==> config.mk <==
export PLATFORM = sky130hd
export DESIGN_NAME = serial_parity_deserializer
export DESIGN_NICKNAME = d
export VERILOG_FILES = /design/src/rtl/serial_parity_deserializer.sv
export SDC_FILE = /design/constraint.sdc
export NUM_CORES = 1
export LEC_CHECK = 0
export BUFFER_PORTS_ARGS = -buffer_cell sky130_fd_sc_hd__clkbuf_2
export CORE_UTILIZATION = 60
export CTS_BUF_LIST = sky130_fd_sc_hd__clkbuf_8
export DETAILED_ROUTE_END_ITERATION = 8
export GPL_ROUTABILITY_DRIVEN = 0
export GPL_TIMING_DRIVEN = 0
export PLACE_DENSITY = 0.8
export SYNTH_ARGS = -nofsm -noshare
export SYNTH_HDL_FRONTEND = slang
export SYNTH_SLANG_ARGS = --single-unit
==> constraint.sdc <==
create_clock -name clk -period 2.05 [get_ports clk]
set_input_delay 0.1025 -clock clk [delete_from_list [all_inputs] [get_ports clk]]
set_output_delay 0.1025 -clock clk [all_outputs]
set_load 0.03 [all_outputs]
==> src/rtl/serial_parity_deserializer.sv <==
// Serial-to-parallel receiver for an LSB-first bit stream that carries one
// trailing XOR parity bit per word. It checks parity on each frame. It
// discards partial frames on a restart or on an inactivity timeout and
// reports each discard with a one-cycle frame_abort pulse.
module serial_parity_deserializer #(
    parameter int WIDTH      = 8,
    parameter bit ODD_PARITY = 1'b0,
    parameter int MAX_GAP    = 16
) (
    input  logic             clk,
    input  logic             rst,
    input  logic             up_valid,
    input  logic             up_start,
    input  logic             up_bit,
    output logic             down_valid,
    output logic [WIDTH-1:0] down_data,
    output logic             down_parity_err,
    output logic             frame_abort,
    output logic             busy
);

    // Counter wide enough to hold WIDTH itself.
    localparam int CW = $clog2(WIDTH + 1);
    localparam logic [CW-1:0] CNT_LAST = CW'(WIDTH - 1);
    localparam logic [7:0]    GAP_LAST = 8'(MAX_GAP - 1);

    // Reject parameter values outside the supported ranges at elaboration time.
    if (WIDTH < 2 || WIDTH > 32) begin : g_bad_width
        $error("serial_parity_deserializer: WIDTH must be 2..32");
    end
    if (MAX_GAP < 1 || MAX_GAP > 255) begin : g_bad_gap
        $error("serial_parity_deserializer: MAX_GAP must be 1..255");
    end

    typedef enum logic [1:0] {
        S_IDLE   = 2'd0,
        S_DATA   = 2'd1,
        S_PARITY = 2'd2
    } state_t;

    // Parity is bad when the XOR of all received bits differs from the target.
    function automatic logic parity_mismatch(input logic acc, input logic odd);
        return acc != odd;
    endfunction

    // Returns word with bit position idx replaced by b.
    function automatic logic [WIDTH-1:0] place_bit(input logic [WIDTH-1:0] word,
                                                   input logic [CW-1:0]    idx,
                                                   input logic             b);
        logic [WIDTH-1:0] w;
        w = word;
        for (int i = 0; i < WIDTH; i++) begin
            w[i] = (idx == CW'(i)) ? b : w[i];
        end
        return w;
    endfunction

    state_t           state_q, state_d;
    logic [CW-1:0]    cnt_q, cnt_d;
    logic [7:0]       gap_q, gap_d;
    logic             acc_q, acc_d;
    logic [WIDTH-1:0] word_q, word_d;
    logic             dv_q, dv_d;
    logic [WIDTH-1:0] data_q, data_d;
    logic             err_q, err_d;
    logic             abort_q, abort_d;
    logic             busy_q, busy_d;
    logic             start_s;
    logic             bit_s;

    // Next-state logic: frame assembly, parity check, restart and timeout.
    always_comb begin
        state_d = state_q;
        cnt_d   = cnt_q;
        gap_d   = gap_q;
        acc_d   = acc_q;
        word_d  = word_q;
        dv_d    = 1'b0;
        data_d  = data_q;
        err_d   = 1'b0;
        abort_d = 1'b0;
        start_s = up_valid && up_start;
        bit_s   = up_valid && !up_start;

        case (state_q)
            S_IDLE: begin
                if (start_s) begin
                    state_d = S_DATA;
                    word_d  = place_bit({WIDTH{1'b0}}, {CW{1'b0}}, up_bit);
                    acc_d   = up_bit;
                    cnt_d   = CW'(1);
                    gap_d   = 8'd0;
                end else begin
                    state_d = S_IDLE;
                end
            end
            S_DATA, S_PARITY: begin
                if (start_s) begin
                    // A restart discards the current frame. The start bit
                    // becomes bit 0 of the new frame in the same cycle.
                    abort_d = 1'b1;
                    state_d = S_DATA;
                    word_d  = place_bit({WIDTH{1'b0}}, {CW{1'b0}}, up_bit);
                    acc_d   = up_bit;
                    cnt_d   = CW'(1);
                    gap_d   = 8'd0;
                end else if (bit_s) begin
                    gap_d = 8'd0;
                    if (state_q == S_DATA) begin
                        word_d = place_bit(word_q, cnt_q, up_bit);
                        acc_d  = acc_q ^ up_bit;
                        cnt_d  = cnt_q + CW'(1);
                        if (cnt_q == CNT_LAST) begin
                            state_d = S_PARITY;
                        end else begin
                            state_d = S_DATA;
                        end
                    end else begin
                        dv_d    = 1'b1;
                        data_d  = word_q;
                        err_d   = parity_mismatch(acc_q ^ up_bit, ODD_PARITY);
                        state_d = S_IDLE;
                        cnt_d   = {CW{1'b0}};
                        acc_d   = 1'b0;
                    end
                end else if (gap_q == GAP_LAST) begin
                    // Last allowed idle cycle has passed: drop the frame.
                    abort_d = 1'b1;
                    state_d = S_IDLE;
                    gap_d   = 8'd0;
                    cnt_d   = {CW{1'b0}};
                    acc_d   = 1'b0;
                end else begin
                    gap_d = gap_q + 8'd1;
                end
            end
            default: begin
                state_d = S_IDLE;
                cnt_d   = {CW{1'b0}};
                gap_d   = 8'd0;
                acc_d   = 1'b0;
            end
        endcase

        busy_d = (state_d != S_IDLE);
    end

    // State and output registers with synchronous reset.
    always_ff @(posedge clk) begin
        if (rst) begin
            state_q <= S_IDLE;
            cnt_q   <= {CW{1'b0}};
            gap_q   <= 8'd0;
            acc_q   <= 1'b0;
            word_q  <= {WIDTH{1'b0}};
            dv_q    <= 1'b0;
            data_q  <= {WIDTH{1'b0}};
            err_q   <= 1'b0;
            abort_q <= 1'b0;
            busy_q  <= 1'b0;
        end else begin
            state_q <= state_d;
            cnt_q   <= cnt_d;
            gap_q   <= gap_d;
            acc_q   <= acc_d;
            word_q  <= word_d;
            dv_q    <= dv_d;
            data_q  <= data_d;
            err_q   <= err_d;
            abort_q <= abort_d;
            busy_q  <= busy_d;
        end
    end

    assign down_valid      = dv_q;
    assign down_data       = data_q;
    assign down_parity_err = err_q;
    assign frame_abort     = abort_q;
    assign busy            = busy_q;

endmodule

==> impl_metrics.json, run 1 <==
{
  "syn_inst": 200,
  "grt_pass1_wl_mm": 6.29,
  "start_kind": "flop",
  "drive_above_1_share_pct": 16.7,
  "worstMarginPinSlew_ns": 0.542,
  "skew_ns": 0.00651,
  "die_h_um": 55.2,
  "endpoint_kind": "flop",
  "grt_max_degree": 13,
  "vias": 1510,
  "ctsResizeCount": 0,
  "maxSlewHeadroom_pct": 63.7,
  "fillCellCount": 197,
  "synth_most_common_cell": "dfxtp_1",
  "worstPathMaxFanout": 9,
  "worst-path-stages": 7,
  "crit_type": "flop to flop",
  "synth-main-ff-cell": "dfxtp_1",
  "clk_latency_ns": 0.29,
  "required_ns": 2.20,
  "outcome": "finished, final reports clean",
  "post_drt_wl_per_cell_um": 14.5,
  "overflow": 0,
  "path_cells": "inv_1 > ha_1 > clkbuf_2 > nand2b_1 > a21oi_1 > o21ai_1 > nor2_1",
  "antenna_found_initial": 0,
  "p_leak_nw": 0.737,
  "ys_types": 44,
  "numCtsBuffers": 5,
  "insertedDiodeCount": 0,
  "r2r_setup_slack_ns": 0.13,
  "hold_path_class": "input pin to flop",
  "setup_viol": 0,
  "synth_nets": 213,
  "die_w_um": 55.2,
  "ys_ff_latch": 35,
  "ioPinCount": 17,
  "grt_usage_pct": 26.2,
  "clock.fmax_mhz": 521,
  "grt_pass1_vias": 1481,
  "power_mw": 1.41,
  "die_area_um2": 3050,
  "ir_drop_mv": 0.723,
  "hold_buffers": 0,
  "cts-root-buf": "clkbuf_8",
  "power_density_nw_per_um2": 735,
  "htreeDepth": 2,
  "seq_area_frac_synth_pct": 41.2,
  "clk_pin_slew_worst_paths_ns": 0.07,
  "crit_start": "state_q[0]",
  "synth.top_cell.area_share_pct": 41.2,
  "viasPerCell": 5.99,
  "core_um2": 2570,
  "antenna_left": 0,
  "synth_edf_count": 0,
  "slew_viol_final": 0,
  "critPathMaxStageDelay_ns": 0.43,
  "crit_path_top_delay_cell": "o21ai_1",
  "cap_viol_max_count": 0,
  "worst_path_dominant_cell_family": "compound AO/OA/AOI/OAI gates",
  "drt-pass1-iter-count": 4,
  "drc": 0,
  "cts_tree": "yes",
  "cts_setup_buffers": 0,
  "finalSetupTns_ns": 0,
  "hold_viol_final": 0,
  "drt_iter0_drc": 51,
  "dp_hpwl_mm": 2.69,
  "synth_commonest_cells": "dfxtp_1, a21oi_1, nand2_1",
  "netlist_area_um2": 1700,
  "r2r_start": "state_q[0]",
  "fin_crit_sh_pct": 93.6,
  "fin_nets": 234,
  "hold_start": "up_start",
  "synth_async_sr_flop_share_pct": 0,
  "clock_sinks": 35,
  "r2r_cells": 7,
  "synth_area_leader_cell": "dfxtp_1",
  "num_rows": 18,
  "rr_endpoint": "gap_q[0]",
  "initial_core_util_pct": 66.2,
  "crit_path_end": "gap_q[0]",
  "synthTopCellsByArea": "dfxtp_1, a21oi_1, ha_1",
  "cts_max_path_buffers": 2,
  "timing.hold.ws_ns": 0.235,
  "syn_area_per_cell_um2": 8.50,
  "port_buffers": 14,
  "area_growth_syn_to_layout_pct": 13.3,
  "ys_warn_count": 0,
  "routed_wl_mm": 3.66,
  "crit_buf_inv": 2,
  "rsz0062_at_grt": "false",
  "crit_arrival_ns": 2.07,
  "period_minus_slack_ns": 1.92
}
## tightest hold or removal path: stages
cell	delay, ns
buf_4	0.14
nor3_2	0.11
nand2_1	0.08
a21oi_1	0.05
## kinds of logic after synthesis
kind of cell	Yosys count	synth area share [%]
AOI/OAI and AO/OA	57	20.4
xor gates and xnor gates	7	3.61
adders and majority gates	8	5.89
buffers and inverters	17	4.79
DFF	35	41.2
and+or+nand+nor	76	24.1
## cell usage in the layout (no fill, tap or decap), types with 2 or more instances in the layout
master    instances
a32o_1            2
and3_1            3
xnor2_1           5
nor3_1            5
clkbuf_1          3
a31oi_1           5
ha_1              8
nor2_1           14
o31ai_1           2
nand4_1           2
nor3b_1           2
buf_2             4
a21o_1            2
clkbuf_8          5
dfxtp_1          35
or3_1             8
nor3_2            2
clkbuf_2         15
nand3_1           2
nor2b_1           4
nand2_1          24
a21oi_1          26
inv_1             7
o21ai_0          12
xor2_1            2
## through the flow
step | util (%) | worst slack, ns | std cells | instance area, um2
after floorplan | - | 0.367 | 200 | 1700
after global placement | 70.4 | 0.209 | 244 | 1810
after detailed placement | 70.4 | 0.165 | 244 | 1810
after CTS | 74.8 | 0.141 | 252 | 1920
after global routing | 75.0 | 0.00686 | 252 | 1920
final | 75.0 | 0.132 | 252 | 1920
## report_power, final
group	switching [mW]	internal [mW]	total, mW
Clock	0.255	0.362	0.617
Sequential	0.00824	0.687	0.695
Combinational	0.0661	0.0366	0.103
## layer usage
layer  global-route usage [%]  wire, um  vias up
li1                         -         -      748
met3                     7.96       178        7
met5                        0         0        -
met2                     44.8      1860       41
met4                     13.2        71        0
met1                     29.4      1550      714
## flip-flops by register name (all words and copies together) (netlist names), 2 cells and up
name	flops
cnt_q	4
word_q	8
gap_q	8
down_data	8
state_q	2
## worst min-delay path by stage
stage | slack [ns] | cells after the start | to
final | 0.23 | 4 | down_data[4]
after global routing | 0.24 | 4 | down_data[4]
after CTS | 0.22 | 4 | down_data[6]
after detailed placement | 0.45 | 2 | down_data[3]
after global placement | 0.44 | 2 | down_data[2]
after floorplan | 0.28 | 2 | down_parity_err
## area by class of cell
class / count / area (um2) / area share (%)
multi-input combinational: 148 / 922 / 47.9
sequential: 35 / 701 / 36.4
timing repair buffer: 14 / 70.1 / 3.64
clock buffer: 5 / 68.8 / 3.58
buffer: 10 / 55.1 / 2.86
clock inverter: 3 / 43.8 / 2.28
tap: 30 / 37.5 / 1.95
inverter: 7 / 26.3 / 1.37
No activity file was read; power rests on OpenSTA's default activity.
==> inputs of run 2 (changes only) <==
- ABC_CLOCK_PERIOD_IN_PS: default -> 2050
- CELL_PAD_IN_SITES_DETAIL_PLACEMENT: default -> 1
- CELL_PAD_IN_SITES_GLOBAL_PLACEMENT: default -> 2
- CORE_ASPECT_RATIO: default -> 0.5
- CORE_UTILIZATION: 60 -> 37
- PLACE_DENSITY: 0.8 -> 0.81
==> impl_metrics.json, run 2 (synthesis gave the netlist of run 1 again) <==
{
  "die_h_um": 49.9,
  "cts-root-buf": "clkbuf_8",
  "fin_crit_sh_pct": 92.2,
  "die_area_um2": 4880,
  "clk_latency_ns": 0.29,
  "core_um2": 4140,
  "maxSlewHeadroom_pct": 62.6,
  "cts_tree": "yes",
  "r2r_start": "state_q[0]",
  "start_kind": "flop",
  "vias": 1474,
  "crit_start": "state_q[0]",
  "rsz0062_at_grt": "false",
  "rr_endpoint": "cnt_q[3]",
  "grt_usage_pct": 18.5,
  "power_mw": 1.28,
  "hold_viol_final": 0,
  "p_leak_nw": 0.729,
  "clock_sinks": 35,
  "crit_type": "flop to flop",
  "r2r_setup_slack_ns": 0.16,
  "dp_hpwl_mm": 3.00,
  "final_common_cell": "dfxtp_1",
  "slew_viol_final": 0,
  "grt_pass1_wl_mm": 6.91,
  "grt_pass1_vias": 1444,
  "worstMarginPinSlew_ns": 0.557,
  "num_rows": 16,
  "cap_viol_max_count": 0,
  "numCtsBuffers": 5,
  "design_area_um2": 1930,
  "setup_viol": 0,
  "viasPerCell": 5.34,
  "outcome": "complete, but fails checks",
  "grt_max_degree": 11,
  "post_drt_wl_per_cell_um": 14.5,
  "r2r_cells": 7,
  "endpoint_kind": "flop",
  "crit_path_end": "cnt_q[3]",
  "antenna_left": 0,
  "crit_arrival_ns": 2.04,
  "power_density_nw_per_um2": 664,
  "clock.fmax_mhz": 529,
  "routed_wl_mm": 4.00,
  "hold_path_class": "input pin to flop",
  "violations": "DRC",
  "setup_slack_ns": 0.160,
  "ir_drop_mv": 0.237,
  "die_w_um": 97.8,
  "preCtsSetupSlack_ns": 0.102,
  "fin_nets": 234,
  "drt_iter0_drc": 33,
  "required_ns": 2.20,
  "mostFrequentLayoutCells": "dfxtp_1, a21oi_1, nand2_1",
  "overflow": 0,
  "drc": 4,
  "drive_above_1_share_pct": 15.8,
  "htreeDepth": 2,
  "finalSetupTns_ns": 0,
  "worstPathMaxFanout": 9,
  "ioPinCount": 17,
  "insertedDiodeCount": 0,
  "port_buffers": 14,
  "initial_core_util_pct": 41.0,
  "skew_ns": 0.00597,
  "period_minus_slack_ns": 1.89,
  "drt-pass1-iter-count": 6,
  "cts_max_path_buffers": 2,
  "clk_pin_slew_worst_paths_ns": 0.07,
  "placed_area_um2": 1840,
  "antenna_found_initial": 0,
  "area_growth_syn_to_layout_pct": 13.3
}
[run 2: cell count changes in the layout (fill, tap and decap cells not counted), sizes merged]
cell and delta:
clkinv -1, inv +2, bufinv -1
[run 2: how the worst min path moves through the flow]
| stage | to | cells past startpoint | from | slack [ns] |
|---|---|---|---|---|
| after floorplan | down_parity_err | 2 | up_bit | 0.28 |
| after global placement | down_data[7] | 2 | word_q[7] | 0.44 |
| after detailed placement | down_data[1] | 2 | word_q[1] | 0.44 |
| after CTS | down_parity_err | 3 | up_bit | 0.18 |
| after global routing | down_parity_err | 3 | up_bit | 0.20 |
| final | down_parity_err | 3 | up_bit | 0.18 |
[run 2: what timing repair did]
item	CTS	global route
gates resized for setup	0	3
setup endpoints to repair	0	6
buffers inserted	0	0
hold buffers	0	0
[run 2: worst max-delay path, cell delays in order, from the launching register on]
cell	delay, ns
dfxtp_1	0.39
inv_1	0.06
ha_1	0.28
clkbuf_4	0.19
nand2b_1	0.16
a21oi_1	0.10
o21ai_1	0.46
a21oi_1	0.12
[run 2: cell type report]
cell class,instances,area (um2)
fill,501,2220
timing repair buffer,14,70.1
clock inverter,3,12.5
inverter,7,26.3
multi-input combinational,148,922
tap,54,67.6
sequential,35,701
buffer,10,57.6
clock buffer,5,68.8
[run 2: metrics by stage]
step	std cells	util (%)	hold slack (ns)
2_1_floorplan	200	-	0.281
3_5_place_dp	268	44.3	0.444
4_1_cts	276	46.3	0.179
5_1_grt	276	46.5	0.197
3_3_place_gp	268	44.3	0.440
6_report	276	46.5	0.180
[run 2: power breakdown]
part	switching (mW)	internal, mW
Sequential	0.00728	0.687
Clock	0.249	0.228
Combinational	0.0690	0.0371
[run 2: layer usage]
layer | wire (um) | part of all wire [%] | global-route usage, % | vias up
li1 | - | - | - | 747
met1 | 1980 | 50 | 23.2 | 705
met2 | 1850 | 46 | 31.1 | 18
met3 | 139 | 3.5 | 5.53 | 4
met4 | 30 | 0.75 | 5.30 | 0
met5 | 0 | 0 | 0 | -
